==> src/rtl/aic_pkg.sv <==
// Shared definitions for the MMIO interrupt controller: AICT register offsets and FSM states.
package aic_pkg;

  localparam int unsigned OFF_BASE    = 0;
  localparam int unsigned OFF_ENABLE  = 4;
  localparam int unsigned OFF_PENDING = 8;
  localparam int unsigned OFF_EOI     = 12;
  localparam int unsigned OFF_HANDLER = 16;

  typedef enum logic [1:0] {
    IDLE    = 2'd0,
    REQ     = 2'd1,
    SERVICE = 2'd2
  } aic_state_e;

  // Size in bytes of the AICT window for a given line count.
  function automatic int unsigned win_bytes(input int unsigned nirq);
    return OFF_HANDLER + 4 * nirq;
  endfunction

endpackage

==> src/rtl/aic_prio.sv <==
// Lowest-index-wins priority encoder over the eligible interrupt lines.
module aic_prio
  import aic_pkg::*;
#(
  parameter int unsigned NIRQ  = 24,
  parameter int unsigned VEC_W = $clog2(NIRQ)
) (
  input  logic [NIRQ-1:0]  req,
  output logic [VEC_W-1:0] vec,
  output logic             any
);

  always_comb begin
    vec = '0;
    any = |req;
    for (int i = int'(NIRQ) - 1; i >= 0; i--) begin
      if (req[i]) vec = VEC_W'(i);
    end
  end

endmodule

==> src/rtl/mmio_aic.sv <==
// MMIO front end: decodes the relocatable AICT window, passes other accesses to SRAM,
// and runs an N-line edge-captured interrupt controller with an in-service handshake.
module mmio_aic
  import aic_pkg::*;
#(
  parameter int unsigned NIRQ     = 24,
  parameter logic [31:0] BASE_RST = 32'h0000_FF00
) (
  input  logic                      clk,
  input  logic                      reset,
  input  logic                      valid,
  output logic                      ready,
  input  logic [31:0]               addr,
  input  logic [31:0]               dtw,
  output logic [31:0]               dtr,
  input  logic                      rw,
  output logic                      sval,
  input  logic                      srdy,
  output logic [31:0]               saddr,
  output logic [31:0]               sdtw,
  input  logic [31:0]               sdtr,
  output logic                      srw,
  input  logic [NIRQ-1:0]           interrupts,
  input  logic                      iack,
  output logic [31:0]               handler,
  output logic                      intrq,
  output logic [$clog2(NIRQ)-1:0]   vec,
  output logic                      nmi
);

  localparam int unsigned VEC_W     = $clog2(NIRQ);
  localparam logic [31:0] WIN_BYTES = 32'(win_bytes(NIRQ));

  logic [31:0]      base_q, base_d, dtr_q, dtr_d, handler_q, handler_d;
  logic [NIRQ-1:0]  enable_q, enable_d, pend_q, pend_d, irq_prev_q;
  logic [31:0]      hand_q [NIRQ];
  logic [31:0]      hand_d [NIRQ];
  logic             ready_q, ready_d, intrq_q, intrq_d, nmi_q, nmi_d;
  logic [VEC_W-1:0] vec_q, vec_d, prio_vec_c;
  aic_state_e       state_q, state_d;

  logic [31:0]      off_c, offw_c, rdata_c;
  logic [NIRQ-1:0]  rise_c, eligible_c, clr_c;
  logic             win_hit_c, in_win_c, acc_c, wr_c, eoi_c, prio_any_c;

  // Window decode against the current base; the access in its ready cycle stays on the window side.
  assign off_c     = addr - base_q;
  assign offw_c    = {off_c[31:2], 2'b00};
  assign win_hit_c = (addr >= base_q) && (off_c < WIN_BYTES);
  assign in_win_c  = win_hit_c | ready_q;
  assign acc_c     = valid & win_hit_c & ~ready_q;
  assign wr_c      = acc_c & rw;

  assign sval  = valid & ~in_win_c;
  assign saddr = addr;
  assign sdtw  = dtw;
  assign srw   = rw;
  assign ready = in_win_c ? ready_q : srdy;
  assign dtr   = in_win_c ? dtr_q : sdtr;

  assign rise_c     = interrupts & ~irq_prev_q;
  assign eligible_c = pend_q & (enable_q | NIRQ'(1));

  assign handler = handler_q;
  assign intrq   = intrq_q;
  assign vec     = vec_q;
  assign nmi     = nmi_q;

  aic_prio #(.NIRQ(NIRQ), .VEC_W(VEC_W)) u_prio (
    .req (eligible_c),
    .vec (prio_vec_c),
    .any (prio_any_c)
  );

  // Register read mux.
  always_comb begin
    rdata_c = '0;
    if (offw_c == 32'(OFF_BASE))    rdata_c = base_q;
    if (offw_c == 32'(OFF_ENABLE))  rdata_c = 32'(enable_q | NIRQ'(1));
    if (offw_c == 32'(OFF_PENDING)) rdata_c = 32'(pend_q);
    if (offw_c == 32'(OFF_EOI))     rdata_c = 32'(state_q);
    for (int unsigned i = 0; i < NIRQ; i++) begin
      if (offw_c == 32'(OFF_HANDLER + 4 * i)) rdata_c = hand_q[i];
    end
  end

  // Register writes and the request/service FSM.
  always_comb begin
    base_d    = base_q;
    enable_d  = enable_q;
    hand_d    = hand_q;
    dtr_d     = dtr_q;
    ready_d   = acc_c;
    state_d   = state_q;
    vec_d     = vec_q;
    handler_d = handler_q;
    nmi_d     = nmi_q;
    intrq_d   = intrq_q;
    clr_c     = '0;
    eoi_c     = 1'b0;

    if (acc_c && !rw) dtr_d = rdata_c;
    if (wr_c) begin
      if (offw_c == 32'(OFF_BASE))    base_d   = {dtw[31:2], 2'b00};
      if (offw_c == 32'(OFF_ENABLE))  enable_d = dtw[NIRQ-1:0] & ~NIRQ'(1);
      if (offw_c == 32'(OFF_PENDING)) clr_c    = dtw[NIRQ-1:0];
      if (offw_c == 32'(OFF_EOI))     eoi_c    = 1'b1;
      for (int unsigned i = 0; i < NIRQ; i++) begin
        if (offw_c == 32'(OFF_HANDLER + 4 * i)) hand_d[i] = dtw;
      end
    end

    case (state_q)
      IDLE: begin
        if (prio_any_c) begin
          state_d   = REQ;
          intrq_d   = 1'b1;
          vec_d     = prio_vec_c;
          handler_d = hand_q[prio_vec_c];
          nmi_d     = (prio_vec_c == '0);
        end
      end
      REQ: begin
        if (!eligible_c[vec_q]) begin
          state_d = IDLE;
          intrq_d = 1'b0;
        end else if (iack) begin
          state_d      = SERVICE;
          intrq_d      = 1'b0;
          clr_c[vec_q] = 1'b1;
        end
      end
      SERVICE: begin
        // A pending NMI preempts a normal handler; there is no nesting stack.
        if (eoi_c) begin
          state_d = IDLE;
        end else if (pend_q[0] && vec_q != '0) begin
          state_d   = REQ;
          intrq_d   = 1'b1;
          vec_d     = '0;
          handler_d = hand_q[0];
          nmi_d     = 1'b1;
        end
      end
      default: begin
        state_d = IDLE;
        intrq_d = 1'b0;
      end
    endcase

    pend_d = (pend_q & ~clr_c) | rise_c;
  end

  always_ff @(posedge clk or posedge reset) begin
    if (reset) begin
      base_q     <= BASE_RST;
      enable_q   <= '0;
      pend_q     <= '0;
      irq_prev_q <= '0;
      hand_q     <= '{default: '0};
      dtr_q      <= '0;
      ready_q    <= 1'b0;
      state_q    <= IDLE;
      vec_q      <= '0;
      handler_q  <= '0;
      nmi_q      <= 1'b0;
      intrq_q    <= 1'b0;
    end else begin
      base_q     <= base_d;
      enable_q   <= enable_d;
      pend_q     <= pend_d;
      irq_prev_q <= interrupts;
      hand_q     <= hand_d;
      dtr_q      <= dtr_d;
      ready_q    <= ready_d;
      state_q    <= state_d;
      vec_q      <= vec_d;
      handler_q  <= handler_d;
      nmi_q      <= nmi_d;
      intrq_q    <= intrq_d;
    end
  end

endmodule

==> config.mk <==
export PLATFORM = sky130hd
export DESIGN_NAME = mmio_aic
export DESIGN_NICKNAME = d
export VERILOG_FILES = /design/src/rtl/aic_pkg.sv /design/src/rtl/aic_prio.sv /design/src/rtl/mmio_aic.sv
export SDC_FILE = /design/constraint.sdc
export NUM_CORES = 2
export LEC_CHECK = 0
export CAP_MARGIN = 20
export CORE_MARGIN = 2
export CORE_UTILIZATION = 45
export DETAILED_ROUTE_END_ITERATION = 7
export PLACE_DENSITY = 0.59
export SKIP_LAST_GASP = 1
export SLEW_MARGIN = 20
export SYNTH_ARGS = -nofsm -noshare
export SYNTH_HDL_FRONTEND = slang
export SYNTH_SLANG_ARGS = --single-unit
==> constraint.sdc <==
create_clock -name clk -period 43.2 [get_ports clk]
set_input_delay 12.96 -clock clk [delete_from_list [all_inputs] [get_ports clk]]
set_output_delay 12.96 -clock clk [all_outputs]
set_load 0.02 [all_outputs]
# Yosys cells after proc, flatten, opt, wreduce, memory -nomap -nowiden
# Cells that the tools add are included.
op_classes:
  bitwise: 15
  eq_ne: 34
  magnitude_cmp: 5
  reduce_logical: 40
  addsub: 1
  n_mux: 90
ops:
  columns: ["cell", "n"]
  rows:
  - ["2-to-1 mux 32 bit", 34]
  - ["equality test 30 x 5 -> 1 bit (second input constant)", 12]
  - ["equality test 30 x 4 -> 1 bit (second input constant)", 8]
  - ["binary-select mux 32 bit (select 5 bit)", 1]
  - ["2-to-1 mux 5 bit", 27]
  - ["equality test 30 x 3 -> 1 bit (second input constant)", 4]
  - ["2-to-1 mux 24 bit", 5]
  - ["bitwise AND 24 bit", 3]
  - ["one-hot mux 32 bit (2 select lines)", 1]
  - ["equality test 30 x 2 -> 1 bit (second input constant)", 2]
  - ["AND reduction 2 bit", 26]
  - ["NOT 24 bit", 2]
  - ["bitwise OR 24 bit", 2]
  - [">= comparator 32 bit", 1]
  - ["zero test 32 bit", 1]
  - ["< comparator 32 x 7 -> 1 bit (second input constant)", 1]
  - ["subtractor 32 bit", 1]
  - ["equality test 30 x 1 -> 1 bit (second input constant)", 1]
  - ["OR reduction 24 bit", 1]
  - ["2-to-1 mux 1 bit", 11]
  - ["2-to-1 mux 2 bit", 5]
  - ["one-hot mux 5 bit (2 select lines)", 1]
  - ["AND reduction 4 bit", 2]
  - [">= comparator 6 bit (second input constant)", 1]
  - ["other kinds (22)", 32]
totals:
  register_bits: 943
  in_bits: 126
  word_cells: 220

# Logic depth before layout (Yosys ltp)
logic_depth:
  depth_word: 31
  ltp_mapped: 21
  depth_no_buf: 18

# By module
# Synthesis repeated with hierarchy kept, for this count alone.
unflattened:
  hier_cells: 4604
  hier_area_um2: 53993.0
modules_own_cells:
  columns: ["module", "cells_per_inst", "instances", "area_each_um2"]
  rows:
  - ["mmio_aic", 4556, 1, 53684.0]
  - ["aic_prio", 48, 1, 309.0]

# Worst setup path after synthesis
# OpenSTA, ideal clock, no wires.
synth_path:
  path_kind: "input-to-output"
  start: "input port addr[2]"
  end: "output port dtr[10]"
  path_buffers: 2
  path_stages: 16
  path_slack_ns: 13.607
  t_required_ns: 30.240
  arrival_time_ns: 16.633
  cell_sequence: "inv_1 > ha_1 > inv_1 > fa_1 > a211oi_2 > o21ai_1 > a22o_1 > or4_1 > o311a_1 > nor4_2 > nand4_2 > nor3_2 > buf_4 > a21oi_1 > clkbuf_1 > mux2_2"
synth_via:
  elab_chain_len: 5
  elab_cells_between_ends: 6
synth_lines:
  columns: ["item", "line_no", "source"]
  rows:
  - ["start: declaration", "mmio_aic.sv:13", "input logic [31:0] addr,"]
  - ["subtractor 32 bit", "mmio_aic.sv:47", "assign off_c = addr - base_q;"]
  - ["< comparator 32 x 7 -> 1 bit", "mmio_aic.sv:49", "assign win_hit_c = (addr >= base_q) && (off_c < WIN_BYTES);"]
  - ["logical AND 1 bit (*)", "mmio_aic.sv:49", null]
  - ["bitwise OR 1 bit (*)", "mmio_aic.sv:50", "assign in_win_c = win_hit_c | ready_q;"]
  - ["2-to-1 mux 32 bit (*)", "mmio_aic.sv:59", "assign dtr = in_win_c ? dtr_q : sdtr;"]
  - ["end: declaration", "mmio_aic.sv:15", "output logic [31:0] dtr,"]
# Every way passes the cells marked *; elsewhere a longest branch is shown, timed or not.

# Final worst setup path
layout_path:
  start: "input port addr[2]"
  end: "output port dtr[6]"
# Same word-level chain as after synthesis.

==> impl_results.html <==
<table>
<tr><th>Metric</th><th>Value</th></tr>
<tr><th colspan="2">Run status</th></tr>
<tr><td>Run status</td><td>finished clean</td></tr>
<tr><th colspan="2">Worst setup path</th></tr>
<tr><td>R2R cell count</td><td>20</td></tr>
<tr><td>Largest stage delay on the critical path</td><td>roughly 600 ps</td></tr>
<tr><td>Launching point of the worst reg2reg path</td><td>base_q[2]</td></tr>
<tr><td>Register-to-register setup slack</td><td>about 36000 ps</td></tr>
<tr><td>Largest driver fanout on the critical path</td><td>29</td></tr>
<tr><td>Worst Path Class, Setup</td><td>input pin to output pin</td></tr>
<tr><td>Cells traversed along the worst timing path</td><td>clkdlybuf4s50_1 &gt; inv_1 &gt; ha_4 &gt; inv_1 &gt; fa_4 &gt; a211oi_2 &gt; o21ai_1 &gt; a22o_1 &gt; or4_1 &gt; o311a_1 &gt; nor4_2 &gt; nand4_2 &gt; nor3_2 &gt; buf_4 &gt; a21oi_4 &gt; buf_4 &gt; mux2_2 &gt; clkdlybuf4s50_1</td></tr>
<tr><td>Kind of cell with the highest combined delay on the critical path</td><td>buffers and inverters</td></tr>
<tr><td>Worst reg2reg path endpoint</td><td>handler[1]</td></tr>
<tr><td>Critical Path AT</td><td>~18000 ps</td></tr>
<tr><td>Logic depth of the worst setup path including buffers</td><td>18</td></tr>
<tr><td>Worst setup EP type</td><td>output pin</td></tr>
<tr><td>Number of buffers and inverters on the critical path</td><td>6</td></tr>
<tr><td>Critical path launch point type</td><td>input pin</td></tr>
<tr><td>Slowest cell on crit path</td><td>sky130_fd_sc_hd__clkdlybuf4s50_1</td></tr>
<tr><td>Required @ worst endpoint</td><td>around 30000 ps</td></tr>
<tr><th colspan="2">Synth</th></tr>
<tr><td>Proportion of synthesized flip-flops having asynchronous set or reset</td><td>1.00</td></tr>
<tr><td>Average cell area after synthesis</td><td>10.7 um^2</td></tr>
<tr><td>Total nets after synthesis</td><td>5111</td></tr>
<tr><td>Gate Count Post-Synth</td><td>4954</td></tr>
<tr><td>Number of enable-type register cells in the synthesized netlist</td><td>0</td></tr>
<tr><td>Netlist Area Pre-Place</td><td>around 53000 um^2</td></tr>
<tr><td>Post-synthesis sequential area ratio</td><td>0.446</td></tr>
<tr><td>Syn. warnings</td><td>0</td></tr>
<tr><td>Ys flop type</td><td>sky130_fd_sc_hd__dfrtp_1</td></tr>
<tr><td>Number of register bits inferred by synthesis</td><td>roughly 940</td></tr>
<tr><td>Count of cell types in the netlist</td><td>86</td></tr>
<tr><th colspan="2">Pwr</th></tr>
<tr><td>Share of power burned in registers</td><td>0.437</td></tr>
<tr><td>Net switching component of the power</td><td>about 560 uW</td></tr>
<tr><td>Part of the power in the clock network</td><td>0.456</td></tr>
<tr><td>Int Power</td><td>between 1.5 and 2 mW</td></tr>
<tr><td>Total power density per cell area</td><td>about 35 nW/um^2</td></tr>
<tr><td>Worst vdd ir</td><td>around 0.039 mV</td></tr>
<tr><td>Pleak</td><td>approximately 27 nW</td></tr>
<tr><td>Net switching fraction of the power</td><td>0.268</td></tr>
<tr><td>Tot Pwr</td><td>between 2 and 2.5 mW</td></tr>
<tr><td>Fraction of power consumed by combinational cells</td><td>0.107</td></tr>
<tr><th colspan="2">Route</th></tr>
<tr><td>Post-DR wirelength/cell</td><td>30.4 um</td></tr>
<tr><td>Antenna violation net count after detailed routing</td><td>0</td></tr>
<tr><td>Overall via count from detail_route</td><td>43107</td></tr>
<tr><td>Avg Vias per Cell</td><td>between 6 and 7</td></tr>
<tr><td>Drt pass-1 iters</td><td>6</td></tr>
<tr><td>Drt drc</td><td>0</td></tr>
<tr><td>Overall routed net length</td><td>~200000 um</td></tr>
<tr><td>Iteration-0 DRC Markers</td><td>around 4100</td></tr>
<tr><th colspan="2">Min path</th></tr>
<tr><td>Startpoint of the most critical hold path</td><td>irq_prev_q[21]</td></tr>
<tr><td>Hold Crit Depth</td><td>1</td></tr>
<tr><td>Worst hold endpoint</td><td>pend_q[21]</td></tr>
<tr><td>Worst hold-check path type</td><td>flop to flop</td></tr>
<tr><th colspan="2">CTS</th></tr>
<tr><td>Clock-pin slew of the registers on the worst-case setup and hold paths</td><td>~60 ps</td></tr>
<tr><td>Clock buffers created by TritonCTS</td><td>105</td></tr>
<tr><td># resized after CTS</td><td>0</td></tr>
<tr><td>Postcts setup bufs</td><td>0</td></tr>
<tr><td>Clock latency reported for the late side of the worst-skew pair</td><td>around 740 ps</td></tr>
<tr><td>Hold Buf Count CTS</td><td>0</td></tr>
<tr><td>Buffers from clock root to sink, at most</td><td>3</td></tr>
<tr><td>Depth of the CTS H-tree</td><td>3</td></tr>
<tr><td>Number of clock sinks</td><td>~940</td></tr>
<tr><td>TritonCTS clock tree</td><td>yes</td></tr>
<tr><td>Clock Tree Root</td><td>sky130_fd_sc_hd__clkbuf_16</td></tr>
<tr><th colspan="2">Global route</th></tr>
<tr><td>Global-route usage over all layers</td><td>0.327</td></tr>
<tr><td>First-pass GRT wire length</td><td>293000 um</td></tr>
<tr><td>Number of antenna violations at the first check in global routing</td><td>3</td></tr>
<tr><td>Pin count of the biggest net entering global routing</td><td>165</td></tr>
<tr><td>Number of global-route vias before repair</td><td>around 43000</td></tr>
<tr><td>Global route total overflow</td><td>0</td></tr>
<tr><th colspan="2">Cells and area</th></tr>
<tr><td>Post-Layout Inst Area</td><td>60100 um^2</td></tr>
<tr><td>Synthesis-to-layout area growth</td><td>13.6%</td></tr>
<tr><td>Final core area utilization</td><td>0.516</td></tr>
<tr><td>Number of nets in the final layout</td><td>5107</td></tr>
<tr><td>Fraction of final layout cells with drive strength greater than 1</td><td>0.243</td></tr>
<tr><td>Filler Cells Inserted</td><td>10427</td></tr>
<tr><th colspan="2">Die</th></tr>
<tr><td>IO Pins</td><td>roughly 260</td></tr>
<tr><td>Core region area</td><td>between 100000 and 150000 um^2</td></tr>
<tr><td>DIE WIDTH</td><td>347 um</td></tr>
<tr><td>Row count</td><td>~130</td></tr>
<tr><td>Die Footprint</td><td>around 120000 um^2</td></tr>
<tr><td>Effective utilization at floorplan</td><td>0.454</td></tr>
<tr><td>Vertical die dimension</td><td>about 350 um</td></tr>
<tr><th colspan="2">Timing</th></tr>
<tr><td>RSZ-0062 raised after global routing</td><td>false</td></tr>
<tr><td>Highest Clock Rate</td><td>about 0.032 GHz</td></tr>
<tr><td>Fraction of the cycle the final worst path needs</td><td>0.721</td></tr>
<tr><td>Clock skew after layout</td><td>approximately 43 ps</td></tr>
<tr><td>Transition time at the pin with the least slew margin</td><td>about 1300 ps</td></tr>
<tr><td>Slew headroom</td><td>0.166</td></tr>
<tr><td>Final setup violation count</td><td>0</td></tr>
<tr><td>Setup TNS Final</td><td>0 ps</td></tr>
<tr><td>Count of final max-slew check failures</td><td>0</td></tr>
<tr><td>Shortest clock period the worst path allows after layout</td><td>31170 ps</td></tr>
<tr><td>Final-report hold violation count</td><td>0</td></tr>
<tr><th colspan="2">Placement</th></tr>
<tr><td>I/O Buffers</td><td>263</td></tr>
<tr><td>GPL Wtd Cong</td><td>0.870</td></tr>
<tr><td>Detailed Place HPWL</td><td>approximately 130000 um</td></tr>
<tr><td>Cell area reported after detailed placement</td><td>roughly 56000 um^2</td></tr>
<tr><th colspan="2">Job</th></tr>
<tr><td>Count of maximum capacitance violations</td><td>0</td></tr>
</table>
==> layer usage <==
| metal | routed length (um) | global-route usage |
|---|---|---|
| met2 | 91900 | 0.520 |
| met3 | 12900 | 0.0430 |
| met4 | 11500 | 0.168 |
| met5 | 12 | 0 |
| met1 | 83300 | 0.437 |
==> kinds of logic (layout without fill, tap and decap cells) <==
kind of cell | count (synthesis) | in the layout | synth area share
AO/OA/AOI/OAI | 1174 | 1174 | 0.153
XOR/XNOR | 16 | 16 | 0.00265
adder cells (fa/ha/maj) | 31 | 31 | 0.00747
buffers and inverters | 583 | 667 | 0.0504
flip-flops | 943 | 943 | 0.446
multiplexers | 1132 | 1132 | 0.248
other | 0 | 3 | 0
AND/OR/NAND/NOR | 1075 | 1075 | 0.0931
==> power groups by stage <==
stage | registers [mW] | clock network (mW) | logic, mW
floorplan | 0.926 | 0 | 0.106
global placement | 0.924 | 0 | 0.217
detailed placement | 0.924 | 0 | 0.218
CTS | 0.908 | 0.960 | 0.219
global route | 0.909 | 0.996 | 0.233
finish | 0.909 | 0.950 | 0.222
==> placed cells by master, fill, tap and decap left out, types with 125 or more instances in the layout <==
cell type and count:
sky130_fd_sc_hd__mux2_2 763, sky130_fd_sc_hd__nand2_1 558, sky130_fd_sc_hd__clkdlybuf4s50_1 255, sky130_fd_sc_hd__nor2_1 128, sky130_fd_sc_hd__mux2i_1 244, sky130_fd_sc_hd__dfrtp_1 935, sky130_fd_sc_hd__a21oi_1 135, sky130_fd_sc_hd__a311oi_1 129
sky130_fd_sc_hd__o21ai_0 296, sky130_fd_sc_hd__and2_1 137, sky130_fd_sc_hd__buf_4 125, sky130_fd_sc_hd__a211oi_1 156
==> cells in the mapped netlist (all sizes together) (18+ instances only) <==
master   count  area (um^2)
clkbuf     276         1040
a21o        29          218
nor2       149          587
nor3        52          297
o21ai      324         1620
buf        231         1350
a311oi     129         1130
nand2      564         2120
mux2i      244         2440
o2111ai     19          166
a211oi     158         1200
a21oi      136          681
nand4       23          150
mux4        59         1330
and2       137          857
ha          30          375
dfrtp      935        23400
inv         75          282
o211ai      45          338
o22a        23          201
a31oi       19          119
mux2       829         9340
a22oi       25          188
nand3       80          420
a221o       18          180
a221oi      24          241
o221ai      28          245
o22ai       68          425
==> through the flow <==
step	hold WS (ps)	instances	worst slack, ps
after floorplan	392	4954	3730
after global placement	407	6366	12120
after detailed placement	410	6367	12050
after CTS	407	6562	12030
after global routing	423	6562	11750
final	404	6565	12030
==> worst max-delay path by stage <==
stage / start / end
detailed placement: addr[2] / dtr[6]
CTS: addr[2] / dtr[6]
global placement: addr[2] / dtr[3]
global route: addr[2] / dtr[12]
floorplan: reset / base_q[16]
finish: addr[2] / dtr[6]
==> final cells by class <==
type,instances,area (um^2),share of cell area
well taps,1524,1910,0.0317
clock buffers,162,3140,0.0522
flip-flops and latches,943,23600,0.393
clock inverters,33,512,0.00851
inverters,76,293,0.00487
repair buffers,396,3670,0.0611
multi-input cells,3428,27000,0.449
diodes,3,7.51,0.000125
==> state kept, by name, summed over array words and instances (netlist names) <==
name and flops:
irq_prev_q 24, ready_q 1, intrq 1, enable_q 23, dtr_q 32, pend_q 24
state_q 2, base_q 30, nmi 1, hand_q 768, vec 5, handler 32
==> worst reg2reg max path, delay by kind of cell, from the launching register on <==
family | cells | cell delay [ps]
AO/OA/AOI/OAI | 6 | 1810
AND/OR/NAND/NOR | 8 | 2470
flip-flops | 1 | 460
adder cells (fa/ha/maj) | 2 | 640
buffers and inverters | 4 | 1590
Power figures use the tool's default switching activity.
